`src/rtl/riscv_mc_pkg.sv`:
```
// Shared encodings for the multicycle RV32I control path: FSM states, opcodes
// and datapath mux/ALU select values.
package riscv_mc_pkg;

  typedef enum logic [3:0] {
    S_FETCH, S_DECODE, S_MEMADR, S_MEMREAD, S_MEMWB, S_MEMWRITE,
    S_EXECR, S_EXECI, S_ALUWB, S_BRANCH, S_JAL, S_JALR, S_JALRLINK,
    S_LUI, S_AUIPC, S_TRAP
  } mc_state_t;

  localparam logic [6:0] OP_LW     = 7'b0000011;
  localparam logic [6:0] OP_SW     = 7'b0100011;
  localparam logic [6:0] OP_R      = 7'b0110011;
  localparam logic [6:0] OP_I      = 7'b0010011;
  localparam logic [6:0] OP_BRANCH = 7'b1100011;
  localparam logic [6:0] OP_JAL    = 7'b1101111;
  localparam logic [6:0] OP_JALR   = 7'b1100111;
  localparam logic [6:0] OP_LUI    = 7'b0110111;
  localparam logic [6:0] OP_AUIPC  = 7'b0010111;

  localparam logic [1:0] SRCA_PC    = 2'b00;
  localparam logic [1:0] SRCA_OLDPC = 2'b01;
  localparam logic [1:0] SRCA_RD1   = 2'b10;
  localparam logic [1:0] SRCA_ZERO  = 2'b11;

  localparam logic [1:0] SRCB_RD2  = 2'b00;
  localparam logic [1:0] SRCB_IMM  = 2'b01;
  localparam logic [1:0] SRCB_FOUR = 2'b10;

  localparam logic [1:0] RES_ALUOUT    = 2'b00;
  localparam logic [1:0] RES_DATA      = 2'b01;
  localparam logic [1:0] RES_ALURESULT = 2'b10;

  localparam logic [2:0] IMM_I = 3'b000;
  localparam logic [2:0] IMM_S = 3'b001;
  localparam logic [2:0] IMM_B = 3'b010;
  localparam logic [2:0] IMM_J = 3'b011;
  localparam logic [2:0] IMM_U = 3'b100;

  localparam logic [1:0] ALUOP_ADD   = 2'b00;
  localparam logic [1:0] ALUOP_SUB   = 2'b01;
  localparam logic [1:0] ALUOP_FUNCT = 2'b10;

  // R-type has no immediate; it falls through to the I format harmlessly.
  function automatic logic [2:0] imm_src(input logic [6:0] op);
    case (op)
      OP_SW:            return IMM_S;
      OP_BRANCH:        return IMM_B;
      OP_JAL:           return IMM_J;
      OP_LUI, OP_AUIPC: return IMM_U;
      default:          return IMM_I;
    endcase
  endfunction

endpackage

```
`src/rtl/multicycle_maindec_if.sv`:
```
// Control bundle between the main decoder (master) and the datapath (slave).
interface multicycle_maindec_if;
  logic [6:0] op;
  logic [2:0] funct3;
  logic       Zero;
  logic       MemReady;
  logic       MemReq;
  logic       AdrSrc;
  logic       IRWrite;
  logic       PCWrite;
  logic       RegWrite;
  logic       MemWrite;
  logic [1:0] ALUSrcA;
  logic [1:0] ALUSrcB;
  logic [1:0] ResultSrc;
  logic [2:0] ImmSrc;
  logic [1:0] ALUOp;
  logic       Illegal;

  modport master (
    input  op, funct3, Zero, MemReady,
    output MemReq, AdrSrc, IRWrite, PCWrite, RegWrite, MemWrite,
           ALUSrcA, ALUSrcB, ResultSrc, ImmSrc, ALUOp, Illegal
  );

  modport slave (
    output op, funct3, Zero, MemReady,
    input  MemReq, AdrSrc, IRWrite, PCWrite, RegWrite, MemWrite,
           ALUSrcA, ALUSrcB, ResultSrc, ImmSrc, ALUOp, Illegal
  );
endinterface

```
`src/rtl/mem_wait_timer.sv`:
```
// Memory access completion: either the MemReady handshake or a fixed count
// of wait cycles, restarting from zero on every new access.
module mem_wait_timer #(
  parameter int MEM_HANDSHAKE = 1,
  parameter int MEM_LATENCY   = 0,
  parameter int CNT_W         = 4
) (
  input  logic clk,
  input  logic reset,
  input  logic active,
  input  logic mem_ready,
  output logic done
);
  localparam logic [CNT_W-1:0] LAT = CNT_W'(MEM_LATENCY);

  logic [CNT_W-1:0] wait_cnt;

  assign done = active & ((MEM_HANDSHAKE != 0) ? mem_ready : (wait_cnt == LAT));

  always_ff @(posedge clk or posedge reset) begin
    if (reset)                wait_cnt <= '0;
    else if (!active || done) wait_cnt <= '0;
    else                      wait_cnt <= wait_cnt + 1'b1;
  end
endmodule

```
`src/rtl/multicycle_maindec.sv`:
```
// Main control FSM of the multicycle RV32I core: one state per instruction
// phase, Moore outputs plus done-qualified fetch enables and branch PCWrite.
module multicycle_maindec
  import riscv_mc_pkg::*;
#(
  parameter int MEM_HANDSHAKE = 1,
  parameter int MEM_LATENCY   = 0,
  parameter int CNT_W         = 4
) (
  input  logic                 clk,
  input  logic                 reset,
  multicycle_maindec_if.master bus
);
  mc_state_t  state, state_n;
  logic       mem_req, mem_write, done;
  logic       ir_write, pc_update, branch, reg_write, adr_src;
  logic [1:0] src_a, src_b, res_src, alu_op;
  logic       taken, illegal_q;
  logic       unused_f3;

  mem_wait_timer #(
    .MEM_HANDSHAKE(MEM_HANDSHAKE),
    .MEM_LATENCY  (MEM_LATENCY),
    .CNT_W        (CNT_W)
  ) u_wait (
    .clk      (clk),
    .reset    (reset),
    .active   (bus.MemReq),
    .mem_ready(bus.MemReady),
    .done     (done)
  );

  always_ff @(posedge clk or posedge reset) begin
    if (reset) state <= S_FETCH;
    else       state <= state_n;
  end

  always_ff @(posedge clk or posedge reset) begin
    if (reset)                                     illegal_q <= 1'b0;
    else if (state == S_DECODE && state_n == S_TRAP) illegal_q <= 1'b1;
  end

  assign taken     = bus.funct3[0] ? ~bus.Zero : bus.Zero;
  assign unused_f3 = ^bus.funct3[2:1];

  always_comb begin
    state_n   = state;
    mem_req   = 1'b0;
    mem_write = 1'b0;
    adr_src   = 1'b0;
    ir_write  = 1'b0;
    pc_update = 1'b0;
    branch    = 1'b0;
    reg_write = 1'b0;
    src_a     = SRCA_PC;
    src_b     = SRCB_RD2;
    res_src   = RES_ALUOUT;
    alu_op    = ALUOP_ADD;
    unique case (state)
      S_FETCH: begin
        mem_req = 1'b1;
        src_b   = SRCB_FOUR;
        res_src = RES_ALURESULT;
        if (done) begin
          ir_write  = 1'b1;
          pc_update = 1'b1;
          state_n   = S_DECODE;
        end
      end
      S_DECODE: begin
        // ALUOut = OldPC + imm is the branch/jal target for later states
        src_a = SRCA_OLDPC;
        src_b = SRCB_IMM;
        case (bus.op)
          OP_LW, OP_SW: state_n = S_MEMADR;
          OP_R:         state_n = S_EXECR;
          OP_I:         state_n = S_EXECI;
          OP_BRANCH:    state_n = S_BRANCH;
          OP_JAL:       state_n = S_JAL;
          OP_JALR:      state_n = S_JALR;
          OP_LUI:       state_n = S_LUI;
          OP_AUIPC:     state_n = S_AUIPC;
          default:      state_n = S_TRAP;
        endcase
      end
      S_MEMADR: begin
        src_a   = SRCA_RD1;
        src_b   = SRCB_IMM;
        state_n = (bus.op == OP_LW) ? S_MEMREAD : S_MEMWRITE;
      end
      S_MEMREAD: begin
        mem_req = 1'b1;
        adr_src = 1'b1;
        if (done) state_n = S_MEMWB;
      end
      S_MEMWB: begin
        res_src   = RES_DATA;
        reg_write = 1'b1;
        state_n   = S_FETCH;
      end
      S_MEMWRITE: begin
        mem_req   = 1'b1;
        mem_write = 1'b1;
        adr_src   = 1'b1;
        if (done) state_n = S_FETCH;
      end
      S_EXECR: begin
        src_a   = SRCA_RD1;
        alu_op  = ALUOP_FUNCT;
        state_n = S_ALUWB;
      end
      S_EXECI: begin
        src_a   = SRCA_RD1;
        src_b   = SRCB_IMM;
        alu_op  = ALUOP_FUNCT;
        state_n = S_ALUWB;
      end
      S_ALUWB: begin
        reg_write = 1'b1;
        state_n   = S_FETCH;
      end
      S_BRANCH: begin
        src_a   = SRCA_RD1;
        alu_op  = ALUOP_SUB;
        branch  = 1'b1;
        state_n = S_FETCH;
      end
      S_JAL: begin
        src_a     = SRCA_OLDPC;
        src_b     = SRCB_FOUR;
        pc_update = 1'b1;
        state_n   = S_ALUWB;
      end
      S_JALR: begin
        // target goes straight from ALUResult; link is computed next cycle
        src_a     = SRCA_RD1;
        src_b     = SRCB_IMM;
        res_src   = RES_ALURESULT;
        pc_update = 1'b1;
        state_n   = S_JALRLINK;
      end
      S_JALRLINK: begin
        src_a   = SRCA_OLDPC;
        src_b   = SRCB_FOUR;
        state_n = S_ALUWB;
      end
      S_LUI: begin
        src_a   = SRCA_ZERO;
        src_b   = SRCB_IMM;
        state_n = S_ALUWB;
      end
      S_AUIPC: begin
        src_a   = SRCA_OLDPC;
        src_b   = SRCB_IMM;
        state_n = S_ALUWB;
      end
      S_TRAP: state_n = S_TRAP;
    endcase
  end

  // memory strobes must drop the instant reset rises, not at the next edge
  assign bus.MemReq    = mem_req & ~reset;
  assign bus.MemWrite  = mem_write & ~reset;
  assign bus.AdrSrc    = adr_src;
  assign bus.IRWrite   = ir_write;
  assign bus.PCWrite   = pc_update | (branch & taken);
  assign bus.RegWrite  = reg_write;
  assign bus.ALUSrcA   = src_a;
  assign bus.ALUSrcB   = src_b;
  assign bus.ResultSrc = res_src;
  assign bus.ALUOp     = alu_op;
  assign bus.ImmSrc    = imm_src(bus.op);
  assign bus.Illegal   = illegal_q;
endmodule

```
`src/flat_wrapper.sv`:
```
// flat-port wrapper written by rule: the top's interface ports become plain ports
module multicycle_maindec_flat import riscv_mc_pkg::*;
#(
  parameter int MEM_HANDSHAKE = 1,
  parameter int MEM_LATENCY   = 0,
  parameter int CNT_W         = 4
)
  (clk, reset, bus_op, bus_funct3, bus_Zero, bus_MemReady, bus_MemReq, bus_AdrSrc, bus_IRWrite, bus_PCWrite, bus_RegWrite, bus_MemWrite, bus_ALUSrcA, bus_ALUSrcB, bus_ResultSrc, bus_ImmSrc, bus_ALUOp, bus_Illegal);
  multicycle_maindec_if bus_i ();
  input  logic clk;
  input  logic reset;
  input wire logic [$bits(bus_i.op)-1:0] bus_op;
  input wire logic [$bits(bus_i.funct3)-1:0] bus_funct3;
  input wire logic [$bits(bus_i.Zero)-1:0] bus_Zero;
  input wire logic [$bits(bus_i.MemReady)-1:0] bus_MemReady;
  output wire logic [$bits(bus_i.MemReq)-1:0] bus_MemReq;
  output wire logic [$bits(bus_i.AdrSrc)-1:0] bus_AdrSrc;
  output wire logic [$bits(bus_i.IRWrite)-1:0] bus_IRWrite;
  output wire logic [$bits(bus_i.PCWrite)-1:0] bus_PCWrite;
  output wire logic [$bits(bus_i.RegWrite)-1:0] bus_RegWrite;
  output wire logic [$bits(bus_i.MemWrite)-1:0] bus_MemWrite;
  output wire logic [$bits(bus_i.ALUSrcA)-1:0] bus_ALUSrcA;
  output wire logic [$bits(bus_i.ALUSrcB)-1:0] bus_ALUSrcB;
  output wire logic [$bits(bus_i.ResultSrc)-1:0] bus_ResultSrc;
  output wire logic [$bits(bus_i.ImmSrc)-1:0] bus_ImmSrc;
  output wire logic [$bits(bus_i.ALUOp)-1:0] bus_ALUOp;
  output wire logic [$bits(bus_i.Illegal)-1:0] bus_Illegal;
  assign bus_i.op = bus_op;
  assign bus_i.funct3 = bus_funct3;
  assign bus_i.Zero = bus_Zero;
  assign bus_i.MemReady = bus_MemReady;
  assign bus_MemReq = bus_i.MemReq;
  assign bus_AdrSrc = bus_i.AdrSrc;
  assign bus_IRWrite = bus_i.IRWrite;
  assign bus_PCWrite = bus_i.PCWrite;
  assign bus_RegWrite = bus_i.RegWrite;
  assign bus_MemWrite = bus_i.MemWrite;
  assign bus_ALUSrcA = bus_i.ALUSrcA;
  assign bus_ALUSrcB = bus_i.ALUSrcB;
  assign bus_ResultSrc = bus_i.ResultSrc;
  assign bus_ImmSrc = bus_i.ImmSrc;
  assign bus_ALUOp = bus_i.ALUOp;
  assign bus_Illegal = bus_i.Illegal;
  multicycle_maindec #(.MEM_HANDSHAKE(MEM_HANDSHAKE), .MEM_LATENCY(MEM_LATENCY), .CNT_W(CNT_W)) u_core (.clk(clk), .reset(reset), .bus(bus_i));
endmodule
```
`config.mk`:
```
export PLATFORM = sky130hd
export DESIGN_NAME = multicycle_maindec_flat
export DESIGN_NICKNAME = d
export VERILOG_FILES = /design/src/rtl/riscv_mc_pkg.sv /design/src/rtl/multicycle_maindec_if.sv /design/src/rtl/mem_wait_timer.sv /design/src/rtl/multicycle_maindec.sv /design/src/flat_wrapper.sv
export SDC_FILE = /design/constraint.sdc
export NUM_CORES = 1
export LEC_CHECK = 0
export BUFFER_PORTS_ARGS = -buffer_cell sky130_fd_sc_hd__clkbuf_2
export CORE_UTILIZATION = 25
export CTS_BUF_LIST = sky130_fd_sc_hd__clkbuf_2 sky130_fd_sc_hd__clkbuf_4 sky130_fd_sc_hd__clkbuf_8
export DETAILED_ROUTE_END_ITERATION = 12
export MAX_ROUTING_LAYER = met4
export SETUP_SLACK_MARGIN = 0.4
export SYNTH_ARGS = -nofsm -noshare
export SYNTH_HDL_FRONTEND = slang
export SYNTH_HIERARCHICAL = 1
export SYNTH_SLANG_ARGS = --single-unit
```
`constraint.sdc`:
```
create_clock -name clk -period 4.2 [get_ports clk]
set_input_delay 0.42 -clock clk [delete_from_list [all_inputs] [get_ports clk]]
set_output_delay 0.42 -clock clk [all_outputs]
set_load 0.05 [all_outputs]
```
* Word level (Yosys, flattened, before mapping)
Cells that the tools add are included.
** Storage, ports and cells
- Register bits after elaboration :: 5
- Bits in latches :: 0
- RAM bits :: 0
- Memory bits (read-only) :: 0
- Bits of input ports :: 14
- Memories kept :: 0
** Operators by class
- Add/sub/neg operators :: 0
- $mul :: 0
- Divide/modulo/power cells :: 0
- $lt $le $gt $ge :: 0
- Equality and inequality tests :: 25
- Shift-type cells :: 0
- Muxes and demuxes :: 20
- Bitwise logic cells :: 7
- Reduce and logical (&&, ||, !) cells :: 16
** Operator list (count)
- 4-bit == test (second input constant) :: 9
- 4-bit one-hot mux with 9 select lines :: 1
- 4-bit one-hot mux with 8 select lines :: 1
- 7-bit by 6-bit == test with 1-bit output (second input constant) :: 3
- 7-bit == test (second input constant) :: 3
- 4-bit by 3-bit == test with 1-bit output (second input constant) :: 4
- 7-bit by 5-bit == test with 1-bit output (second input constant) :: 2
- 2-bit OR reduction :: 7
- 4-bit 2-to-1 mux :: 3
- 2-bit one-hot mux with 2 select lines :: 3
- 3-bit one-hot mux with 4 select lines :: 1
- 6-bit OR reduction :: 2
- 3-bit OR reduction :: 3
- 4-bit by 2-bit == test with 1-bit output (second input constant) :: 2
- 1-bit 2-to-1 mux :: 8
- 7-bit by 2-bit == test with 1-bit output (second input constant) :: 1
- 2-bit one-hot mux with 3 select lines :: 1
- 5-bit OR reduction :: 1
- 1-bit bitwise AND :: 4
- 4-bit by 1-bit == test with 1-bit output (second input constant) :: 1
- 4-bit zero test :: 1
- 4-bit OR reduction :: 1
- 3-bit 2-to-1 mux :: 1
- 1-bit inverter :: 2
- other kinds (3) :: 3

* Depth between registers and ports, before layout
- Depth after elaboration :: 9
- Depth in mapped cells :: 10
- Mapped depth without buffers :: 8

* By module
The synthesis kept the hierarchy.
** By module, submodules not included
- multicycle_maindec :: instances 1, cells an instance 108, area each 711.9 um^2
- mem_wait_timer :: instances 1, cells an instance 1, area each 6.3 um^2

* Least setup slack after synthesis
No wires, ideal clock.
- Kind :: flip-flop to output port
- Start :: reg u_core.state[0]
- End :: out bus_PCWrite
- Data arrival time :: 4012 ps
- Path slack :: -232 ps
- Cell stages (with the launch flop) :: 8
- Cells stage by stage :: dfrtp_1 > clkbuf_1 > inv_1 > or3_1 > a211oi_1 > and2_1 > a21oi_1 > a311oi_1
** On the way
- Cells in the longest elaborated chain, start to end :: 8
- Elaborated cells on any way between the ends :: 16
- Those cells by class :: 5 x eq/ne; 4 x mux; 4 x bitwise; 3 x reduce/logical
** RTL lines
- from (decl) :: RTL line multicycle_maindec.sv:14 : mc_state_t state, state_n;
- from (signal assigned) :: RTL line multicycle_maindec.sv:35 : else state <= state_n;
- 4-bit by 2-bit == test with 1-bit output, or another cell as far along :: RTL line multicycle_maindec.sv:59 : unique case (state)
- 3-bit OR reduction (no line) (*)
- 1-bit 2-to-1 mux (*) :: RTL line multicycle_maindec.sv:59
- 1-bit bitwise AND (*) :: RTL line multicycle_maindec.sv:162 : assign bus.MemReq = mem_req & ~reset;
- named net bus_MemReq :: RTL line flat_wrapper.sv:16 : output wire logic [$bits(bus_i.MemReq)-1:0] bus_MemReq;
- 1-bit bitwise AND (*) :: RTL line mem_wait_timer.sv:18 : assign done = active & ((MEM_HANDSHAKE != 0) ? mem_ready : (wait_cnt == LAT));
- named net u_core.done :: RTL line multicycle_maindec.sv:15 : logic mem_req, mem_write, done;
- 1-bit 2-to-1 mux (*) :: RTL line multicycle_maindec.sv:64 : if (done) begin
- 1-bit one-hot mux with 2 select lines (*) :: RTL line multicycle_maindec.sv:59
- 1-bit bitwise OR (*) :: RTL line multicycle_maindec.sv:166 : assign bus.PCWrite = pc_update | (branch & taken);
- to (decl) :: RTL line flat_wrapper.sv:19 : output wire logic [$bits(bus_i.PCWrite)-1:0] bus_PCWrite;
Mark *: on every way through the listed nets, which the timed path passes. The rest lies on a longest branch.

* Worst setup path after layout
- Start :: reg u_core.state[1]
- End :: out bus_PCWrite
** On the way
- Cells in the longest elaborated chain, start to end :: 8
- Elaborated cells on any way between the ends :: 16
- Those cells by class :: 5 x eq/ne; 4 x mux; 4 x bitwise; 3 x reduce/logical
** RTL lines (RTL line)
- 4-bit by 2-bit == test with 1-bit output, or another cell as far along :: multicycle_maindec.sv:59
- 3-bit OR reduction (no line) (*)
- 1-bit 2-to-1 mux (*) :: multicycle_maindec.sv:59
- 1-bit bitwise AND (*) :: multicycle_maindec.sv:162
- 1-bit bitwise AND (*) :: mem_wait_timer.sv:18
- named net u_core.done :: multicycle_maindec.sv:15
- 1-bit 2-to-1 mux (*) :: multicycle_maindec.sv:64
- 1-bit one-hot mux with 2 select lines (*) :: multicycle_maindec.sv:59
- 1-bit bitwise OR (*) :: multicycle_maindec.sv:166
Marks and branches as above.

==> results by group <==
Status
  – Status: finished, final reports clean

Pwr
  – PD cells: 856 nW/µm²
  – Psw: 498 µW
  – Net Sw Frac: 64.8%
  – Leak: 0.410 nW
  – Combinational Power Share: 73.3%
  – Max VDD drop: 467 µV
  – Sequential power share: 18.8%
  – Clk network pwr share: 7.9%
  – P_int: 271 µW

Logic synthesis
  – Syn Area/Cell: 6.59 µm²
  – Library cells used by synthesis: 37
  – Top cells by area, synth: dfrtp_1, a21oi_1, nand2_1, nand3_1, xnor2_1
  – Yosys top cell by area: dfrtp_1
  – Area share of the largest cell type after synthesis: 17.4%
  – Number of synthesized flops with an enable pin: 0
  – Syn Nets: 123
  – Sequential area share after synthesis: 17.4%
  – Syn Std Cell Area: 718 µm²
  – Main synth FF type: dfrtp_1
  – YS warnings: 6
  – Gate Count Post-Synth: 109
  – Ys async rst share: 100%
  – Yosys reg bits: 5

Detailed routing
  – Antenna Nets Post-Route: 0
  – DR WL/cell: 11.7 µm
  – First drt pass iteration count: 8
  – Initial DRC count: 22
  – WL final: 1.91 mm
  – Via count: 865
  – # DRC: 0
  – Drt via density: 5.31

Finish
  – Number of fill cells: 301
  – Share of cells above drive strength 1: 28.0%
  – Area growth from synthesis to layout: 25.1%
  – ANT cells: 0
  – Layout net count: 147
  – Util after Layout: 32.9%

STA
  – Max_slew headroom: 60.0%
  – Post-route clock period utilization: 78.5%
  – FMAX: 303 MHz
  – RSZ-0062 raised after global routing: no
  – Setup TNS: 0 ns
  – Final setup fails: 0
  – Worst-Margin Slew: 0.599 ns
  – Clock Skew: 0.00116 ns
  – Final min period: 3.30 ns
  – Final Max Slew Viols: 0
  – Final Hold Fails: 0

Clock network
  – Clock buffer depth: 2
  – Sink Count: 5
  – CTS tree: done
  – Hold buffer count at CTS: 0
  – CTS Buf Count: 3
  – PostCTS Resize Cnt: 0
  – Clk_lat worst skew: 0.24 ns
  – CTS Root Cell: clkbuf_4
  – Clock-pin slew on the worst setup and hold paths: 0.04 ns
  – Setup bufs post-CTS: 0
  – H-tree levels: 1

Min path
  – Worst min path class: in2async

Critical path
  – Slowest stage cell on the critical path: dfrtp_1
  – Critical Path Sink Type: output pin
  – CP peak stage delay: 0.67 ns
  – Worst-path fanout max: 18
  – WS Path Type: reg2out
  – Critical Path Source Type: flip-flop
  – WP data arrival: 2.88 ns
  – CP Data Required Time: 3.78 ns
  – Crit-path cells: inv_1 -> or3_1 -> a211oi_2 -> and2_1 -> a21oi_1 -> a311oi_2 -> clkbuf_2

Floorplan
  – DIE HEIGHT: 55.6 µm
  – Core Area: 2730 µm²
  – Initial Util: 26.3%
  – Rows: 19
  – Die ar.: 3090 µm²
  – Die W: 55.6 µm
  – Top Ports: 32

Placement
  – Dpl hpwl: 1.41 mm
  – IO Port Bufs: 29
  – Routability-driven placement congestion ratio: 0.839

Global routing
  – Initial antenna violation count: 0
  – First-pass GRT wire length: 3.15 mm
  – Pin count of the biggest net entering global routing: 21
  – Gr usage total: 12.5%
  – Vias in the first global route: 749
  – Total grt overflow: 0

Flow run
  – Max_cap viols: 0
[power groups by stage]
stage	Clock, mW	Sequential [mW]	Combinational (mW)
after global placement	0	0.141	0.555
after detailed placement	0	0.144	0.564
after CTS	0.0635	0.144	0.565
final	0.0604	0.145	0.564
after floorplan	0	0.0726	0.528
after global routing	0.0687	0.152	0.602
[final cells by class]
type / count / area, µm² / area share [%]
tap: 31 / 38.8 / 4.32
inverter: 4 / 15.0 / 1.67
multi-input combinational: 90 / 544 / 60.6
clock buffer: 4 / 30.0 / 3.34
timing repair buffer: 29 / 145 / 16.2
sequential: 5 / 125 / 13.9
[Yosys cell counts (all sizes together) (2+ instances only)]
cell	instances
xnor2	4
dfrtp	5
nand3	7
nor2	9
o21ai	6
and2b	2
nand2b	2
a211oi	2
clkbuf	8
nand2	12
a21oi	9
nor3	5
inv	4
nor2b	2
or2b	2
buf	2
and3	4
a31oi	2
or3	6
[cells in the final DEF (no fill, tap or decap), drive strengths merged, types with 4 or more instances in the layout]
master | Yosys | layout
and3 | 4 | 4
xnor2 | 4 | 4
inv | 4 | 4
nand3 | 7 | 7
nand2 | 12 | 12
nor3 | 5 | 5
o21ai | 6 | 6
a21oi | 9 | 9
nor2 | 9 | 9
clkbuf | 8 | 33
dfrtp | 5 | 5
or3 | 6 | 6
[per-layer routing]
layer  up-vias  global-route usage (%)  share of wire, %
li1        446                       -                 -
met2        44                    18.8                42
met5         -                       -                 0
met3         0                    4.65               9.5
met1       375                    16.1                48
met4         0                    2.86                 0
[path summary, 6_finish.rpt]
check | from | end | slack, ns | depth (start not counted)
worst max-delay path | u_core/state[1]$_DFF_PP0_ | bus_PCWrite | 0.90 | 7
worst min-delay path | reset | u_core/state[2]$_DFF_PP0_ | 0.09 | 2
worst max register to register | u_core/state[1]$_DFF_PP0_ | u_core/state[0]$_DFF_PP0_ | 1.40 | 8
worst min register to register | u_core/bus.Illegal$_DFFE_PP0P_ | u_core/bus.Illegal$_DFFE_PP0P_ | 0.46 | 1
max in group asynchronous | reset | u_core/bus.Illegal$_DFFE_PP0P_ | 3.94 | 2
min in group clk | u_core/bus.Illegal$_DFFE_PP0P_ | u_core/bus.Illegal$_DFFE_PP0P_ | 0.46 | 1
[cells by family (layout without fill, tap and decap cells)]
kind of cell    after synthesis  in the layout  share of synthesized area (%)
flops                         5              5                           17.4
simple gates                 56             56                           41.8
buf+inv                      14             37                           8.36
compound gates               29             29                           26.3
xor+xnor                      5              5                           6.10
[critical path: cells and delay by family (launching register included)]
kind            cells  cell delay, ns
simple gates        2            0.76
buf+inv             2            0.62
flops               1            0.67
compound gates      3            0.59
[state kept, by name, summed over array words and instances, names as in the netlist]
name                count
u_core/bus.Illegal      1
u_core/state            4
[through the flow]
step	hold slack, ns	instances	cell area [µm²]	power [mW]	setup WS (ns)
6_report	0.0943	163	898	0.769	0.904
5_1_grt	0.103	163	898	0.823	0.702
4_1_cts	0.0857	163	898	0.772	0.933
3_5_place_dp	0.344	159	868	0.708	1.21
3_3_place_gp	0.341	159	868	0.696	1.26
2_1_floorplan	0.199	109	729	0.601	0.717
Power figures use the tool's default switching activity.
